## config.mk

```make
export PLATFORM = sky130hd
export DESIGN_NAME = mux_4_to_1
export DESIGN_NICKNAME = d
export VERILOG_FILES = /design/src/rtl/mux_4_to_1.sv
export SDC_FILE = /design/constraint.sdc
export NUM_CORES = 1
export LEC_CHECK = 0
export ABC_AREA = 1
export CORE_AREA = 5 5 42 44
export CTS_CLUSTER_SIZE = 30
export DETAILED_ROUTE_END_ITERATION = 12
export DIE_AREA = 0 0 47 49
export GPL_ROUTABILITY_DRIVEN = 0
export REMOVE_ABC_BUFFERS = 1
export SETUP_SLACK_MARGIN = 0.05
export SLEW_MARGIN = 20
export SYNTH_ARGS = -nofsm -noshare
export SYNTH_HDL_FRONTEND = slang
export SYNTH_SLANG_ARGS = --single-unit
export TNS_END_PERCENT = 10
```

## constraint.sdc

```tcl
create_clock -name clk -period 0.8 [get_ports clk]
set_clock_uncertainty 0.05 [all_clocks]
set_input_delay 0.24 -clock clk [delete_from_list [all_inputs] [get_ports clk]]
set_output_delay 0.24 -clock clk [all_outputs]
set_load 0.02 [all_outputs]
```

## src/rtl/mux_4_to_1.sv

```systemverilog
// Registered 4-to-1 lane multiplexer with valid tracking and a select-change pulse.
// Define MUX_4TO1_PARITY_EN to add the registered even-parity output o_par.
module mux_4_to_1 #(
  parameter int unsigned WIDTH = 1
) (
  input  logic               clk,
  input  logic               rst_n,
  input  logic [4*WIDTH-1:0] a,
  input  logic [1:0]         s,
  input  logic               in_valid,
  output logic [WIDTH-1:0]   o,
  output logic               out_valid,
  output logic [1:0]         s_q,
  output logic               sel_chg
`ifdef MUX_4TO1_PARITY_EN
  ,
  output logic               o_par
`endif
);

  logic [WIDTH-1:0] lane;
  logic [WIDTH-1:0] o_d, o_q;
  logic [1:0]       sel_d, sel_q;
  logic             valid_d, valid_q;
  logic             chg_d, chg_q;
  logic             primed_d, primed_q;

  always_comb begin
    lane = a[0 +: WIDTH];
    unique case (s)
      2'd0: lane = a[0*WIDTH +: WIDTH];
      2'd1: lane = a[1*WIDTH +: WIDTH];
      2'd2: lane = a[2*WIDTH +: WIDTH];
      2'd3: lane = a[3*WIDTH +: WIDTH];
    endcase
  end

  // primed_q gates sel_chg so the first capture after reset never reports a switch.
  always_comb begin
    o_d      = o_q;
    sel_d    = sel_q;
    valid_d  = 1'b0;
    chg_d    = 1'b0;
    primed_d = primed_q;
    if (in_valid) begin
      o_d      = lane;
      sel_d    = s;
      valid_d  = 1'b1;
      chg_d    = primed_q && (s != sel_q);
      primed_d = 1'b1;
    end
  end

  always_ff @(posedge clk or negedge rst_n) begin
    if (!rst_n) begin
      o_q      <= '0;
      sel_q    <= 2'b00;
      valid_q  <= 1'b0;
      chg_q    <= 1'b0;
      primed_q <= 1'b0;
    end else begin
      o_q      <= o_d;
      sel_q    <= sel_d;
      valid_q  <= valid_d;
      chg_q    <= chg_d;
      primed_q <= primed_d;
    end
  end

  assign o         = o_q;
  assign s_q       = sel_q;
  assign out_valid = valid_q;
  assign sel_chg   = chg_q;

`ifdef MUX_4TO1_PARITY_EN
  logic par_d, par_q;

  always_comb begin
    par_d = par_q;
    if (in_valid) begin
      par_d = ^lane;
    end
  end

  always_ff @(posedge clk or negedge rst_n) begin
    if (!rst_n) begin
      par_q <= 1'b0;
    end else begin
      par_q <= par_d;
    end
  end

  assign o_par = par_q;
`endif

endmodule

```

# ---- Word-level counts from Yosys, hierarchy flattened
# Index checks and enable logic that the tools add are counted.
dict set report word_totals {
  register_bits 6
  inputBits 9
  output_inout_bits 5
  elab_cells 14
}
dict set report op_classes {
  eq_ne 4
  muxes 3
  reduce_logical 2
}
# op n
set op_table {}
lappend op_table {{equality test 2 bit, second input constant} 2}
lappend op_table {{one-hot mux 1 bit (4 select lines)} 1}
lappend op_table {{equality test 2 x 1 -> 1 bit, second input constant} 1}
lappend op_table {{logical NOT 2 bit} 1}
lappend op_table {{2-to-1 mux 1 bit} 2}
lappend op_table {{!= test 2 bit} 1}
lappend op_table {{logical AND 1 bit} 1}

# ---- Depth between registers and ports, before layout
# Gate-level depths: netlist of the first run.
dict set report logic_depth {
  ltp_word 3
  mapped_depth 5
  depth_no_buf 5
}

# ---- Worst setup path before layout of the first run
# No wires, ideal clock.
dict set report synth_timing {
  path_type {flip-flop to flip-flop}
  startpoint {reg sel_q[1] (netlist: s_q[1])}
  endpoint {reg chg_q (netlist: sel_chg)}
  setup_time_ns 0.077
  arrival_time_ns 0.724
  required_ns 0.673
  path_slack_ns -0.051
  path_stages_with_launch 3
  n_path_buf 0
  synth_period_minus_slack_ns 0.851
  cell_sequence {dfrtp_1 xnor2_1 a21oi_1}
}
dict set report synth_via {
  elab_chain_cells 3
}
# item line_no
set synth_lines {}
lappend synth_lines {{start, declared} 23} ;# logic [1:0] sel_d, sel_q;
lappend synth_lines {{start signal, assigned} 63} ;# sel_q <= sel_d;
lappend synth_lines {{!= test 2 bit} 49} ;# chg_d = primed_q && (s != sel_q);
lappend synth_lines {{logical AND 1 bit} 49}
lappend synth_lines {{2-to-1 mux 1 bit} 45} ;# if (in_valid) begin
lappend synth_lines {{net chg_d} 25} ;# logic chg_d, chg_q;
lappend synth_lines {{end signal, assigned} 65} ;# chg_q <= chg_d;
lappend synth_lines {{end, declared} 25}
# The timed path passes the listed nets, and every way through them passes these cells.
# A chain may end at the register's enable or synchronous reset.

# ---- Final worst setup path of the first run
dict set report layout_timing {
  startpoint {reg sel_q[0] (netlist: s_q[0])}
  endpoint {out s_q[0]}
}
# item line_no
set layout_rtl {}
lappend layout_rtl {{end, declared} 13} ;# output logic [1:0] s_q,
# No word-level cell between the ends.

==> flow_summary_export.csv, run 1 <==
group,metric,value,unit
status,outcome,"finished with violations",
status,violations,"setup timing",
critical_path,cp-startpoint,"s_q[0]",
cts,cts.sinks,6,
cells_and_area,synthToLayoutAreaGrowth,82.9,%
logic_synthesis,ys_types,8,
route,vias_per_cell,3.94,
timing,fmax,951,MHz
route,met1Wirelength,230,um
timing,hold_viol,0,
critical_path,critPathRequiredTime,0.51,ns
timing,slew_headroom,0.817,
logic_synthesis,yosysWarnings,0,
cells_and_area,fillers,166,
critical_path,reg2reg_from,"s_q[0]",
global_routing,grt_pass1_vias,247,
critical_path,critPathCaptureType,"output pin",
route,wl_met2,253,um
route,wl_met3,94,um
critical_path,cp-start-kind,"register",
cells_and_area,final_util,0.325,
cells_and_area,drive_above_1_share,0.298,
cells_and_area,seq_area,150,sq um
cells_and_area,nets,58,
global_routing,grt_pass1_wl,938,um
global_routing,antenna_found_initial,0,
cts,clk_pin_slew_worst_paths,0.04,ns
cts,cts_root_buffer,"clkbuf_4",
power,vdd_ir_drop_max,0.497,mV
route,wl_per_cell,9.25,um
cts,postCtsHoldBufs,0,
place,portBuffers,13,
critical_path,worstPathBufferInverterCount,1,
critical_path,path_cells,"buf_6",
timing,min_period,1.05,ns
timing,worstMarginPinSlew,0.273,ns
worst_hold_path,hp-class,"in -> async",
die,dieArea,2300,sq um
die,core_area,1400,sq um
logic_synthesis,yosysSeqAreaShare,0.603,
cts,cts_tree,"done",
critical_path,worstSetupPathType,"reg -> out",
route,firstDrtPassIters,5,
logic_synthesis,syn_inst,27,
die,die_h,49,um
route,drc,0,
job,cap_violations,0,
critical_path,reg2reg_depth,4,
critical_path,cpPeakStageDelay,0.38,ns
die,ios,14,
power,p_leak,0.227,nW
route,vias,248,
cells_and_area,antennaDiodeCount,0,
die,die_w,47,um
die,initial_core_util,0.178,
logic_synthesis,synth_top_area_frac,0.603,
global_routing,grt.total_usage,0.0602,
critical_path,cp-endpoint,"s_q[0]",
critical_path,critPathTopFamily,"flip-flops",
place,dp_hpwl,460,um
cts,clockBufferDepth,2,
timing,setup_slack,-0.251,ns
route,ant_nets,0,
logic_synthesis,synth_top_area_cell,"dfrtp_1",
logic_synthesis,netlist_area,249,sq um
timing,hold_ws,0.190,ns
critical_path,reg2reg_to,"sel_chg",
route,initialDrtViolationCount,1,
die,num_rows,14,
global_routing,grt_max_degree,7,
global_routing,grt_overflow,0,
timing,timing.final.max_slew_violations,0,
critical_path,worstPathArrival,0.76,ns
timing,grt_setup_unrepaired,"yes",
logic_synthesis,synth_area_leaders,"dfrtp_1, nand2_1, xnor2_1",
critical_path,crit_path_top_delay_cell,"dfrtp_1",
timing,finalSetupViolations,9,
route,routed_wirelength,583,um
cts,insertion_delay,0.24,ns
logic_synthesis,ys_ff_latch,6,
critical_path,crit_fanout,2,
logic_synthesis,syn_avg_cell_area,9.22,sq um
cells_and_area,multi_input_area,97.6,sq um
power,p_per_area,1790,nW/um^2
route,maxUsedRoutingLayer,"met4",
cts,cts_buffers,3,
critical_path,cp.depth,1,
cts,htree_levels,1,
timing,period_share,1.31,
timing,fin_tns_setup,-1.54,ns
critical_path,r2r_setup_slack,-0.20,ns
==> worst register-to-register path, stage by stage (launching register included) <==
cell,delay [ns]
dfrtp_1,0.38
buf_4,0.14
buf_6,0.11
xnor2_2,0.12
a21oi_1,0.12
==> layer usage <==
layer	track usage	up-vias
met2	0.0656	11
met4	0.0553	0
met5	0	-
met1	0.0714	108
li1	-	127
met3	0.0443	2
==> kinds of logic after synthesis <==
family | share of synthesized area
AO/OA/AOI/OAI | 0.0603
XOR/XNOR | 0.0704
buffers and inverters | 0.0452
flip-flops | 0.603
AND/OR/NAND/NOR | 0.221
==> state kept, by name, indices dropped and copies added, names as in the netlist <==
register and flops:
out_valid 1, o 1, s_q 2, primed_q 1, sel_chg 1
==> report_power, final <==
part	total (W)	switching [W]	leakage, nW	internal, W
registers	0.000339	0.0000116	0.0692	0.000328
logic	0.000199	0.0000887	0.144	0.000110
clock network	0.000276	0.000106	0.0138	0.000169
==> through the flow <==
step,instances,total power (W),area (sq um),worst slack [ns]
6_report,63,0.000814,455,-0.251
3_3_place_gp,59,0.000534,422,-0.463
3_5_place_dp,59,0.000536,422,-0.485
4_1_cts,63,0.000824,448,-0.261
2_1_floorplan,27,0.000414,249,-0.0509
5_1_grt,63,0.000860,455,-0.277
==> synth_stat cells <==
cell     count
nand2_1      9
dfrtp_1      6
inv_1        3
nand3_1      3
o21ai_0      2
xnor2_1      2
a21oi_1      1
or2_2        1
==> worst min path at each step <==
stage | start | to | slack [ns] | cells past startpoint
6_report | rst_n | out_valid | 0.19 | 1
5_1_grt | rst_n | out_valid | 0.21 | 1
4_1_cts | rst_n | out_valid | 0.20 | 1
3_5_place_dp | primed_q | primed_q | 0.41 | 1
3_3_place_gp | primed_q | primed_q | 0.40 | 1
2_1_floorplan | rst_n | o | -0.11 | 0
==> what timing repair did <==
| item | in CTS | in global routing |
|---|---|---|
| endpoints found under the setup margin | 10 | 10 |
| pin swaps | 2 | 0 |
| resized for setup | 32 | 1 |
| cloned | 0 | 0 |
| setup buffers | 1 | 0 |
==> layout make-up <==
class,count,area share
clock buffers,3,0.0495
inverters,3,0.0247
multi-input cells,18,0.214
flip-flops and latches,6,0.330
well taps,16,0.0440
repair buffers,17,0.338
==> layout by cell type, fill, tap and decap left out <==
| cell type | Yosys | layout |
|---|---|---|
| a21oi_1 | 1 | 1 |
| buf_2 | 0 | 2 |
| buf_4 | 0 | 3 |
| buf_6 | 0 | 4 |
| clkbuf_4 | 0 | 3 |
| clkdlybuf4s50_1 | 0 | 5 |
| dfrtp_1 | 6 | 6 |
| dlygate4sd2_1 | 0 | 3 |
| inv_1 | 3 | 3 |
| nand2_1 | 9 | 9 |
| nand3_1 | 3 | 3 |
| o21ai_0 | 2 | 1 |
| o21ai_1 | 0 | 1 |
| or2_4 | 0 | 1 |
| xnor2_1 | 2 | 1 |
| xnor2_2 | 0 | 1 |
(Power assumes the default switching activity.)
==> run 2: changes to the inputs <==
==> constraint.sdc (replaced) <==
create_clock -name clk -period 0.8 [get_ports clk]
set_clock_uncertainty 0.05 [all_clocks]
set_input_delay 0.2 -clock clk [delete_from_list [all_inputs] [get_ports clk]]
set_output_delay 0.2 -clock clk [all_outputs]
set_load 0.02 [all_outputs]
==> flow_summary_export.csv, run 2 (synthesis gave the netlist of run 1 again) <==
group,metric,value,unit
place,dp_hpwl,450,um
cells_and_area,drive_above_1_share,0.283,
place,portBuffers,13,
cts,clockBufferDepth,2,
timing,worstMarginPinSlew,0.276,ns
cts,postCtsHoldBufs,0,
die,dieArea,2300,sq um
power,vdd_ir_drop_max,0.451,mV
worst_hold_path,hp-class,"in -> async",
timing,finalSetupViolations,8,
cells_and_area,largest_register_ffs,2,
global_routing,grt_pass1_wl,834,um
critical_path,critPathTopFamily,"flip-flops",
cts,cts.sinks,6,
cts,cts_tree,"done",
cts,insertion_delay,0.23,ns
cells_and_area,final_common_cell,"nand2_1",
cts,htree_levels,1,
power,p_leak,0.220,nW
timing,timing.final.max_slew_violations,0,
power,p_per_area,1780,nW/um^2
timing,setup_slack,-0.206,ns
timing,hold_viol,0,
critical_path,critPathRequiredTime,0.55,ns
timing,slew_headroom,0.815,
route,ant_nets,0,
place,place_area,422,sq um
route,vias,234,
route,initialDrtViolationCount,0,
route,routed_wirelength,523,um
timing,fmax,994,MHz
die,core_area,1400,sq um
critical_path,worstPathArrival,0.76,ns
timing,period_share,1.26,
global_routing,grt.total_usage,0.0545,
die,num_rows,14,
timing,min_period,1.01,ns
die,die_w,47,um
critical_path,cp-start-kind,"register",
critical_path,crit_path_top_delay_cell,"dfrtp_1",
status,violations,"setup timing",
cells_and_area,nets,57,
job,cap_violations,0,
power,fin_total_pwr,0.000792,W
die,die_h,49,um
cts,cts_root_buffer,"clkbuf_4",
global_routing,grt_pass1_vias,215,
cells_and_area,final_cell_mix,"nand2_1, dfrtp_1, clkdlybuf4s50_1",
cells_and_area,synthToLayoutAreaGrowth,78.9,%
route,vias_per_cell,3.77,
cells_and_area,antennaDiodeCount,0,
global_routing,grt_overflow,0,
global_routing,antenna_found_initial,0,
status,outcome,"finished with violations",
critical_path,crit_fanout,2,
cells_and_area,final_util,0.318,
critical_path,worstSetupPathType,"reg -> out",
die,initial_core_util,0.178,
critical_path,cpPeakStageDelay,0.39,ns
critical_path,critPathCaptureType,"output pin",
route,drc,0,
critical_path,worstPathBufferInverterCount,1,
die,ios,14,
cells_and_area,finalInstanceArea,445,sq um
timing,grt_setup_unrepaired,"yes",
cts,clk_pin_slew_worst_paths,0.04,ns
route,firstDrtPassIters,1,
critical_path,path_cells,"buf_6",
timing,hold_ws,0.157,ns
cts,cts_buffers,3,
global_routing,grt_max_degree,7,
route,wl_per_cell,8.44,um
## run 2: cell types whose count changed in the layout (fill, tap and decap cells not counted), sizes merged
cell           delta
dlygate4sd2       -1
buf               -1
clkdlybuf4s15     +1
## run 2: area by class of cell
cell class                      instances  area (sq um)
Multi-Input combinational cell         18          97.6
Fill cell                             159           956
Inverter                                3          11.3
Sequential cell                         6           150
Clock buffer                            3          22.5
Timing Repair Buffer                   16           144
Tap cell                               16          20.0
## run 2: per-layer routing
layer / global-route usage / vias up / share of wire
met1: 0.0649 / 97 / 0.43
met4: 0.0553 / 0 / 0.0076
li1: - / 124 / -
met3: 0.0406 / 2 / 0.17
met2: 0.0566 / 11 / 0.38
met5: 0 / - / 0
## run 2: where the power goes
part	internal (W)	total [W]	switching (W)	leakage, nW
sequential	0.000328	0.000339	0.0000118	0.0692
clock	0.000169	0.000265	0.0000962	0.0138
combinational	0.000102	0.000187	0.0000848	0.137
total	0.000599	0.000792	0.000193	0.220
## run 2: worst paths after layout
path | from | to | slack (ns) | depth (start not counted)
max | s_q[0] | s_q[0] | -0.21 | 1
min in group clk | in_valid | out_valid | 0.25 | 1
min | rst_n | out_valid | 0.16 | 1
max in group asynchronous | rst_n | sel_chg | 0.33 | 1
min reg2reg | primed_q | primed_q | 0.44 | 1
max reg2reg | s_q[0] | sel_chg | -0.10 | 3
## run 2: repair_timing
item | CTS | global route
gates resized for setup | 31 | 1
setup endpoints to repair | 10 | 10
pin swaps | 3 | 0
setup buffers | 0 | 0
## run 2: stage by stage
stage,setup TNS [ns],instances,setup slack (ns)
after floorplan,-0.0514,27,-0.0509
after global placement,-3.69,59,-0.417
after detailed placement,-3.79,59,-0.441
after CTS,-1.18,62,-0.218
after global routing,-1.39,62,-0.238
final,-1.10,62,-0.206
